==> config.mk <==
export PLATFORM = sky130hd
export DESIGN_NAME = aes_key_expander
export DESIGN_NICKNAME = d
export VERILOG_FILES = /design/src/rtl/aes_key_expander.sv
export SDC_FILE = /design/constraint.sdc
export NUM_CORES = 2
export LEC_CHECK = 0
export CAP_MARGIN = 20
export CORE_AREA = 5 5 602 604
export DETAILED_ROUTE_END_ITERATION = 10
export DIE_AREA = 0 0 607 609
export GPL_TIMING_DRIVEN = 0
export HOLD_SLACK_MARGIN = 0.1
export PLACE_DENSITY = 0.52
export SLEW_MARGIN = 20
export SYNTH_ARGS = -nofsm -noshare
export SYNTH_HDL_FRONTEND = slang
export SYNTH_SLANG_ARGS = --single-unit
==> constraint.sdc <==
create_clock -name clk -period 15.8 [get_ports clk]
set_input_delay 3.16 -clock clk [delete_from_list [all_inputs] [get_ports clk]]
set_output_delay 3.16 -clock clk [all_outputs]
set_load 0.02 [all_outputs]
==> src/rtl/aes_key_expander.sv <==
// Iterative AES-128 key expansion: one round key per clock, schedule held until next start.
// Optional build macro KEY_SCHED_ZEROIZE_EN: masks the schedule to zero while it is not
// valid and clears slots 1..10 when a new key is loaded.

// Combinational AES S-box lookup; table is the FIPS-197 S-box, byte 0x00 first.
module aes_sbox (
  input  logic [7:0] in_byte,
  output logic [7:0] out_byte
);

  localparam logic [0:2047] SBOX_TABLE = {
    128'h637c777bf26b6fc53001672bfed7ab76, 128'hca82c97dfa5947f0add4a2af9ca472c0,
    128'hb7fd9326363ff7cc34a5e5f171d83115, 128'h04c723c31896059a071280e2eb27b275,
    128'h09832c1a1b6e5aa0523bd6b329e32f84, 128'h53d100ed20fcb15b6acbbe394a4c58cf,
    128'hd0efaafb434d338545f9027f503c9fa8, 128'h51a3408f929d38f5bcb6da2110fff3d2,
    128'hcd0c13ec5f974417c4a77e3d645d1973, 128'h60814fdc222a908846eeb814de5e0bdb,
    128'he0323a0a4906245cc2d3ac629195e479, 128'he7c8376d8dd54ea96c56f4ea657aae08,
    128'hba78252e1ca6b4c6e8dd741f4bbd8b8a, 128'h703eb5664803f60e613557b986c11d9e,
    128'he1f8981169d98e949b1e87e9ce5528df, 128'h8ca1890dbfe6426841992d0fb054bb16
  };

  assign out_byte = SBOX_TABLE[{in_byte, 3'b000} +: 8];

endmodule

module aes_key_expander #(
  parameter int unsigned ROUNDS = 10
) (
  input  logic                         clk,
  input  logic                         rst,
  input  logic                         start,
  input  logic [0:127]                 key_in,
  output logic [0:128*(ROUNDS+1)-1]    schedule,
  output logic                         busy,
  output logic                         schedule_valid,
  output logic                         done
);

  localparam int unsigned KEY_W    = 128;
  localparam int unsigned NUM_KEYS = ROUNDS + 1;
  localparam int unsigned CNT_W    = 4;

  localparam logic [1:0] ST_IDLE   = 2'd0;
  localparam logic [1:0] ST_EXPAND = 2'd1;
  localparam logic [1:0] ST_READY  = 2'd2;

  // Only the AES-128 schedule is implemented.
  if (ROUNDS != 10) begin : g_rounds_check
    $error("aes_key_expander supports ROUNDS = 10 only");
  end

  logic [1:0]       state_q, state_d;
  logic [CNT_W-1:0] cnt_q, cnt_d;
  logic [KEY_W-1:0] rk_q [NUM_KEYS];
  logic [KEY_W-1:0] rk_d [NUM_KEYS];
  logic             busy_q, busy_d;
  logic             valid_q, valid_d;
  logic             done_q, done_d;

  logic [KEY_W-1:0] prev_rk;
  logic [31:0]      rot_word;
  logic [31:0]      sub_word;
  logic [7:0]       rcon;
  logic [31:0]      w0, w1, w2, w3;

  // Round constant for the round currently being generated.
  always_comb begin
    rcon = 8'h00;
    case (cnt_q)
      4'd1:    rcon = 8'h01;
      4'd2:    rcon = 8'h02;
      4'd3:    rcon = 8'h04;
      4'd4:    rcon = 8'h08;
      4'd5:    rcon = 8'h10;
      4'd6:    rcon = 8'h20;
      4'd7:    rcon = 8'h40;
      4'd8:    rcon = 8'h80;
      4'd9:    rcon = 8'h1b;
      4'd10:   rcon = 8'h36;
      default: rcon = 8'h00;
    endcase
  end

  assign prev_rk  = rk_q[cnt_q - 4'd1];
  assign rot_word = {prev_rk[23:0], prev_rk[31:24]};

  for (genvar b = 0; b < 4; b++) begin : g_sbox
    aes_sbox u_sbox (
      .in_byte  (rot_word[8*b +: 8]),
      .out_byte (sub_word[8*b +: 8])
    );
  end

  assign w0 = prev_rk[127:96] ^ sub_word ^ {rcon, 24'h000000};
  assign w1 = w0 ^ prev_rk[95:64];
  assign w2 = w1 ^ prev_rk[63:32];
  assign w3 = w2 ^ prev_rk[31:0];

  // Next-state, counter and schedule update.
  always_comb begin
    state_d = state_q;
    cnt_d   = cnt_q;
    rk_d    = rk_q;
    busy_d  = busy_q;
    valid_d = valid_q;
    done_d  = 1'b0;
    case (state_q)
      ST_IDLE, ST_READY: begin
        if (start) begin
          rk_d[0] = key_in;
`ifdef KEY_SCHED_ZEROIZE_EN
          for (int unsigned i = 1; i < NUM_KEYS; i++) begin
            rk_d[i] = '0;
          end
`endif
          cnt_d   = 4'd1;
          busy_d  = 1'b1;
          valid_d = 1'b0;
          state_d = ST_EXPAND;
        end
      end
      ST_EXPAND: begin
        rk_d[cnt_q] = {w0, w1, w2, w3};
        if (cnt_q == CNT_W'(ROUNDS)) begin
          busy_d  = 1'b0;
          valid_d = 1'b1;
          done_d  = 1'b1;
          state_d = ST_READY;
        end else begin
          cnt_d = cnt_q + 4'd1;
        end
      end
      default: state_d = ST_IDLE;
    endcase
  end

  // State and schedule registers with synchronous reset.
  always_ff @(posedge clk) begin
    if (rst) begin
      state_q <= ST_IDLE;
      cnt_q   <= '0;
      busy_q  <= 1'b0;
      valid_q <= 1'b0;
      done_q  <= 1'b0;
      for (int unsigned i = 0; i < NUM_KEYS; i++) begin
        rk_q[i] <= '0;
      end
    end else begin
      state_q <= state_d;
      cnt_q   <= cnt_d;
      busy_q  <= busy_d;
      valid_q <= valid_d;
      done_q  <= done_d;
      for (int unsigned i = 0; i < NUM_KEYS; i++) begin
        rk_q[i] <= rk_d[i];
      end
    end
  end

  for (genvar i = 0; i < NUM_KEYS; i++) begin : g_sched_out
`ifdef KEY_SCHED_ZEROIZE_EN
    assign schedule[KEY_W*i +: KEY_W] = valid_q ? rk_q[i] : '0;
`else
    assign schedule[KEY_W*i +: KEY_W] = rk_q[i];
`endif
  end

  assign busy           = busy_q;
  assign schedule_valid = valid_q;
  assign done           = done_q;

endmodule

# Yosys cells after proc, flatten, opt, wreduce, memory -nomap -nowiden
# Memory sizes are Yosys's and may differ from the RTL's. A register that Yosys moved wholly into a read port is not among the register bits.
# Index checks and enable logic that the tools add are counted.
totals:
  word_cells: 76
  out_inout_bits: 1411
  in_bits: 131
  romBits: 128
  mem_count: 1
  ff_bits: 1417
op_classes:
  muxes: 23
  n_reduce_logical: 9
  n_addsub: 2
  shift: 4
  eq_ne: 6
  magnitude_cmp: 3
  bitwise_logic: 12
mem_list:
  columns: ["name", "words", "width", "rd", "rd_ports_with_merged_regs", "wr", "line_no", "text"]
  rows:
  - ["(no name shown)", 16, 8, 1, 1, 0, "69", "case (cnt_q)"]
op_table:
  columns: ["op", "count"]
  rows:
  - ["$shiftx 2048x12->2049 const A", 4]
  - ["$bwmux 1408", 1]
  - ["$bmux 128 s4", 1]
  - ["$demux 128 s4", 1]
  - ["$mux 128", 4]
  - ["$pmux 128 s2", 1]
  - ["$xor 32x32->32", 5]
  - ["$not 11->12", 4]
  - ["$mux 4", 4]
  - ["$ge 5x5->1 const B", 2]
  - ["$not 4->5", 2]
  - ["$pmux 4 s2", 1]
  - ["$ne 2x2->1 const B", 3]
  - ["$reduce_and 3->1", 2]
  - ["$lt 5x1->1 const B", 1]
  - ["$mux 1", 5]
  - ["$add 4x1->4 const B", 1]
  - ["$eq 4x4->1 const B", 1]
  - ["$mux 2", 2]
  - ["$pmux 1 s2", 2]
  - ["$pmux 2 s2", 1]
  - ["$reduce_and 2->1", 2]
  - ["$reduce_or 2->1", 2]
  - ["$sub 4x1->4 const B", 1]
  - ["other kinds (6)", 6]

# Longest topological paths before layout
logic_depth:
  depth_word: 14
  depth_mapped: 39
  depth_no_buf: 20

# By module
# A second synthesis with hierarchy kept.
unflattened:
  hier_cells: 10125
  area_unflattened_um2: 80282.0
by_module_without_submodules:
  columns: ["mod", "n_inst", "cells_each", "seq_area_each_um2", "area_per_inst_um2"]
  rows:
  - ["aes_key_expander", 1, 7825, 28527.4, 66568.8]
  - ["aes_sbox", 4, 575, 0.0, 3428.3]

# Least setup slack after synthesis
# Ideal clock, no wire load.
synth_timing:
  path_type: "reg2reg"
  from: "reg cnt_q[0]"
  to: "reg rk_q (netlist bit schedule[5])"
  path_stages_with_launch: 33
  path_buffers: 16
  path_slack_ns: 8.334
  arrival_time_ns: 7.392
  path_cell_list: "dfxtp_1 -> buf_6 -> inv_2 -> buf_2 -> buf_2 -> buf_2 -> buf_2 -> buf_2 -> buf_1 -> clkbuf_1 -> buf_2 -> ha_1 -> buf_6 -> buf_6 -> buf_8 -> mux2i_1 -> a22oi_1 -> a31o_2 -> clkbuf_1 -> buf_1 -> ha_1 -> clkbuf_1 -> clkinv_1 -> a211oi_2 -> a211oi_1 -> a311o_1 -> a311o_1 -> a221o_1 -> nor4_2 -> xnor2_2 -> clkbuf_1 -> nand2_1 -> a31oi_1"
synth_between:
  elab_chain_cells: 11
  word_cells_on_any_way: 17
synth_lines:
  columns: ["item", "line_no", "text"]
  rows:
  - ["start: declaration", "53", "logic [CNT_W-1:0] cnt_q, cnt_d;"]
  - ["start signal: assignment", "150", "cnt_q <= cnt_d;"]
  - ["$sub 4x1->4", "84", "assign prev_rk = rk_q[cnt_q - 4'd1];"]
  - ["$not 4->5 (not written as such)", "84", null]
  - ["$bmux 128 s4", "84", null]
  - ["$mux 128 (not written as such) (2 in a row)", "84", null]
  - ["$not 11->12 (not written as such)", "22", "assign out_byte = SBOX_TABLE[{in_byte, 3'b000} +: 8];"]
  - ["$shiftx 2048x12->2049", "22", null]
  - ["$xor 32x32->32 (2 in a row)", "94", "assign w0 = prev_rk[127:96] ^ sub_word ^ {rcon, 24'h000000};"]
  - ["$bwmux 1408 *", "123", "rk_d[cnt_q] = {w0, w1, w2, w3};"]
  - ["$pmux 128 s2 *", "107", "case (state_q)"]
  - ["end signal: indexed assignment", "155", "rk_q[i] <= rk_d[i];"]
  - ["end: declaration", "54", "logic [KEY_W-1:0] rk_q [NUM_KEYS];"]
# Mark *: on every way between the ends. The rest lies on a longest branch, timed or not. The select of a mux whose other input is x is not followed.
# A chain may end at the register's enable or synchronous reset.

# Worst setup path in the final report
layout_timing:
  from: "reg cnt_q[0]"
  to: "reg rk_q (netlist bit schedule[855])"
layout_between:
  elab_chain_cells: 12
  word_cells_on_any_way: 18
layout_lines:
  columns: ["item", "line_no", "text"]
  rows:
  - ["$sub 4x1->4", "84", null]
  - ["$not 4->5 (not written as such)", "84", null]
  - ["$bmux 128 s4", "84", null]
  - ["$mux 128 (not written as such) (2 in a row)", "84", null]
  - ["$not 11->12 (not written as such)", "22", null]
  - ["$shiftx 2048x12->2049", "22", null]
  - ["$xor 32x32->32 (2 in a row)", "94", null]
  - ["$xor 32x32->32", "95", "assign w1 = w0 ^ prev_rk[95:64];"]
  - ["$xor 32x32->32", "96", "assign w2 = w1 ^ prev_rk[63:32];"]
  - ["$bwmux 1408 *", "123", null]
# Marks and branches as above.

==> metrics <==
status finished, violations left; failing checks negative setup slack; Final Cycle Share 105%; syn_nets between 9000 and 10000; I/O Pins 1542; CTS resizes 0; leakage about 37 nW; worst slew pin tran approximately 1.3 ns; number of synthesized flops with an enable pin 0; total track usage 46.1%; WP data arrival between 15 and 20 ns; CTS Buf Count around 180; CP Class flop to flop; ys flop type dfxtp_1; FILL cells about 38000; Post-synth ARST share 0%; DP Worst Slack between 0.7 and 0.8 ns; Yosys Warn Count 0; initial antenna violation count 127; Synth Cell Area between 70000 and 80000 µm²; WL/cell roughly 55 µm; Final Critical Period roughly 17 ns; gr ovfl total 0; clock tree buffer depth 4; FF+latch count, synth approximately 1400; clock sinks around 1400; share of the synthesized area in the top cell type a little over a third; Crit-path slowest cell xnor2_4; vias in the first global route roughly 90000; vias per cell between 6 and 7; number of nets in the final layout between 10000 and 15000; GPL Wtd Cong 1.08; CP endpoint kind flop; clock transition at the registers of the reported paths roughly 0.070 ns; later-pin clock latency in the skew report roughly 0.9 ns; most frequent cells in the layout clkdlybuf4s50_1 (1541), dfxtp_1 (1425), nor2_1 (1424); PortBufs around 1500; CTS H-tree lvls 4; Slew Limit Fails 0; TritonCTS clock tree built; Die H just over 600 µm; P per Cell Area 119 nW/µm²; fmax 60.1 MHz; min-delay worst type flop to flop; register area share after synthesis 36.2%; synthesized instance count 9574; post-synth top area cell dfxtp_1; largest net degree at the start of global routing 18; core area between 300000 and 400000 µm²; RSZ-0062 raised after global routing false; final worst slack -0.838 ns; CP startpoint kind flop; area added between synthesis and finish 38.5%; Finished Layout Cells between 15000 and 20000; Cells after DPL 16000; top cells by area, synth dfxtp_1 (36%), nor2_1 (6.8%), mux4_2 (6.3%), a211oi_1 (5.6%), nand2_1 (5.1%); Antenna Violating Nets Remaining 0; Post CTS Setup Buffer Count 0; Pre-Repair DR Iteration Count 8; Final Hold Viols 0; Rel. slew slack a little over a tenth; root buf cell clkbuf_16; final hold slack roughly 0.46 ns; Initial Utilization 22.1%; syn_area_per_cell just over 8 µm²; layout cells sized above 1 ~13%; Post-DP HPWL roughly 720000 µm; commonest non-fill, non-tap cell in the layout clkdlybuf4s50_1; final setup violation count 53; # rows 220; slowest stage delay, CP around 0.94 ns; Crit path top cell by count buf_2; routed via count a little over 100k; DRC violations left 0; max cap viols 0; CP required between 15 and 20 ns; maximum vdd ir drop 91.4 µV; clock skew approximately 0.096 ns; post-synthesis cell type count 121; WL final about 900000 µm; Hold-fix buffers, CTS 0; CP max FO 13; die area around 370000 µm²; first-pass GRT wire length between 1000000 and 1500000 µm; chip width 607 µm; DRT iter0 DRCs about 18000
layer usage:
metal  track usage (%)  up-vias  wire, µm
met4              45.0       54    111000
li1                  -    38600         -
met2              64.1     9606    356000
met1              52.7    52200    319000
met3              18.4     2773    111000
met5                 0        -       408
report_power, final:
group          internal [mW]  switching [mW]  total [mW]
clock                   2.52            1.88        4.40
sequential              3.67           0.138        3.80
combinational           1.05            3.81        4.86
total                   7.24            5.82        13.1
synthesized netlist by cell type (32+ instances only):
master       n
a211oi_2    37
mux2i_1    238
inv_1       32
nor2_1    1432
o22a_1      63
a22o_1      50
nand3b_1   144
a21oi_1    707
o221ai_1    42
a221oi_1    45
o21ai_1     77
buf_2      260
o21ai_0    421
nor3b_1     51
a211o_1     79
buf_4       91
buf_1       68
xor2_1      56
dfxtp_1   1425
nand2_1   1062
o211ai_1    84
nor3_1     231
a31oi_1    194
buf_6       69
clkbuf_1   610
ha_1        64
o22ai_1     52
mux4_2     220
a211oi_1   593
a311oi_1    41
nand3_1    296
xnor2_1    100
area by class of cell:
type / instances / area [µm²] / area share (%)
diodes: 111 / 278 / 0.254
multi-input cells: 7001 / 45400 / 41.6
plain buffers: 1101 / 5620 / 5.14
clock inverters: 68 / 888 / 0.813
flip-flops and latches: 1425 / 28500 / 26.1
well taps: 4773 / 5970 / 5.46
inverters: 47 / 176 / 0.161
clock buffers: 235 / 5020 / 4.59
repair buffers: 1642 / 17400 / 15.9
state kept, by name (all words and copies together), names as in the netlist:
register / count
busy: 1
cnt_q: 4
done: 1
rcon: 8
schedule: 1408
schedule_valid: 1
state_q: 2
kinds of logic after synthesis:
group | synth area share, %
compound gates | 24.8
fa+ha+maj | 1.01
simple gates | 18.4
buf+inv | 6.99
flops | 36.2
mux | 9.73
xor+xnor | 2.90
final timing paths:
check	slack [ns]	startpoint	cells after the start	end
setup / recovery	-0.84	cnt_q[0]	38	schedule[855]
hold / removal	0.46	schedule_valid	2	schedule_valid
setup reg to reg	-0.84	cnt_q[0]	38	schedule[855]
hold reg to reg	0.46	schedule_valid	2	schedule_valid
metrics by stage:
| stage | utilization [%] | TNS (ns) | total power [mW] | instance area (µm²) |
|---|---|---|---|---|
| after floorplan | - | 0 | 5.67 | 78900 |
| after global placement | 28.1 | -1393.52 | 8.32 | 100000 |
| after detailed placement | 28.9 | 0 | 8.40 | 103000 |
| after CTS | 30.5 | 0 | 12.7 | 109000 |
| after global routing | 30.6 | 0 | 12.9 | 109000 |
| final | 30.6 | -21.45 | 13.1 | 109000 |
critical path, delay by kind of cell, from the launching register on:
kind,cells,cell delay [ns]
AOI/OAI and AO/OA,8,2.96
DFF,1,0.35
muxes,1,0.38
adders and majority gates,2,0.68
buffers and inverters,22,9.97
and+or+nand+nor,3,0.70
xor gates and xnor gates,2,1.24
Power figures use the tool's default switching activity.
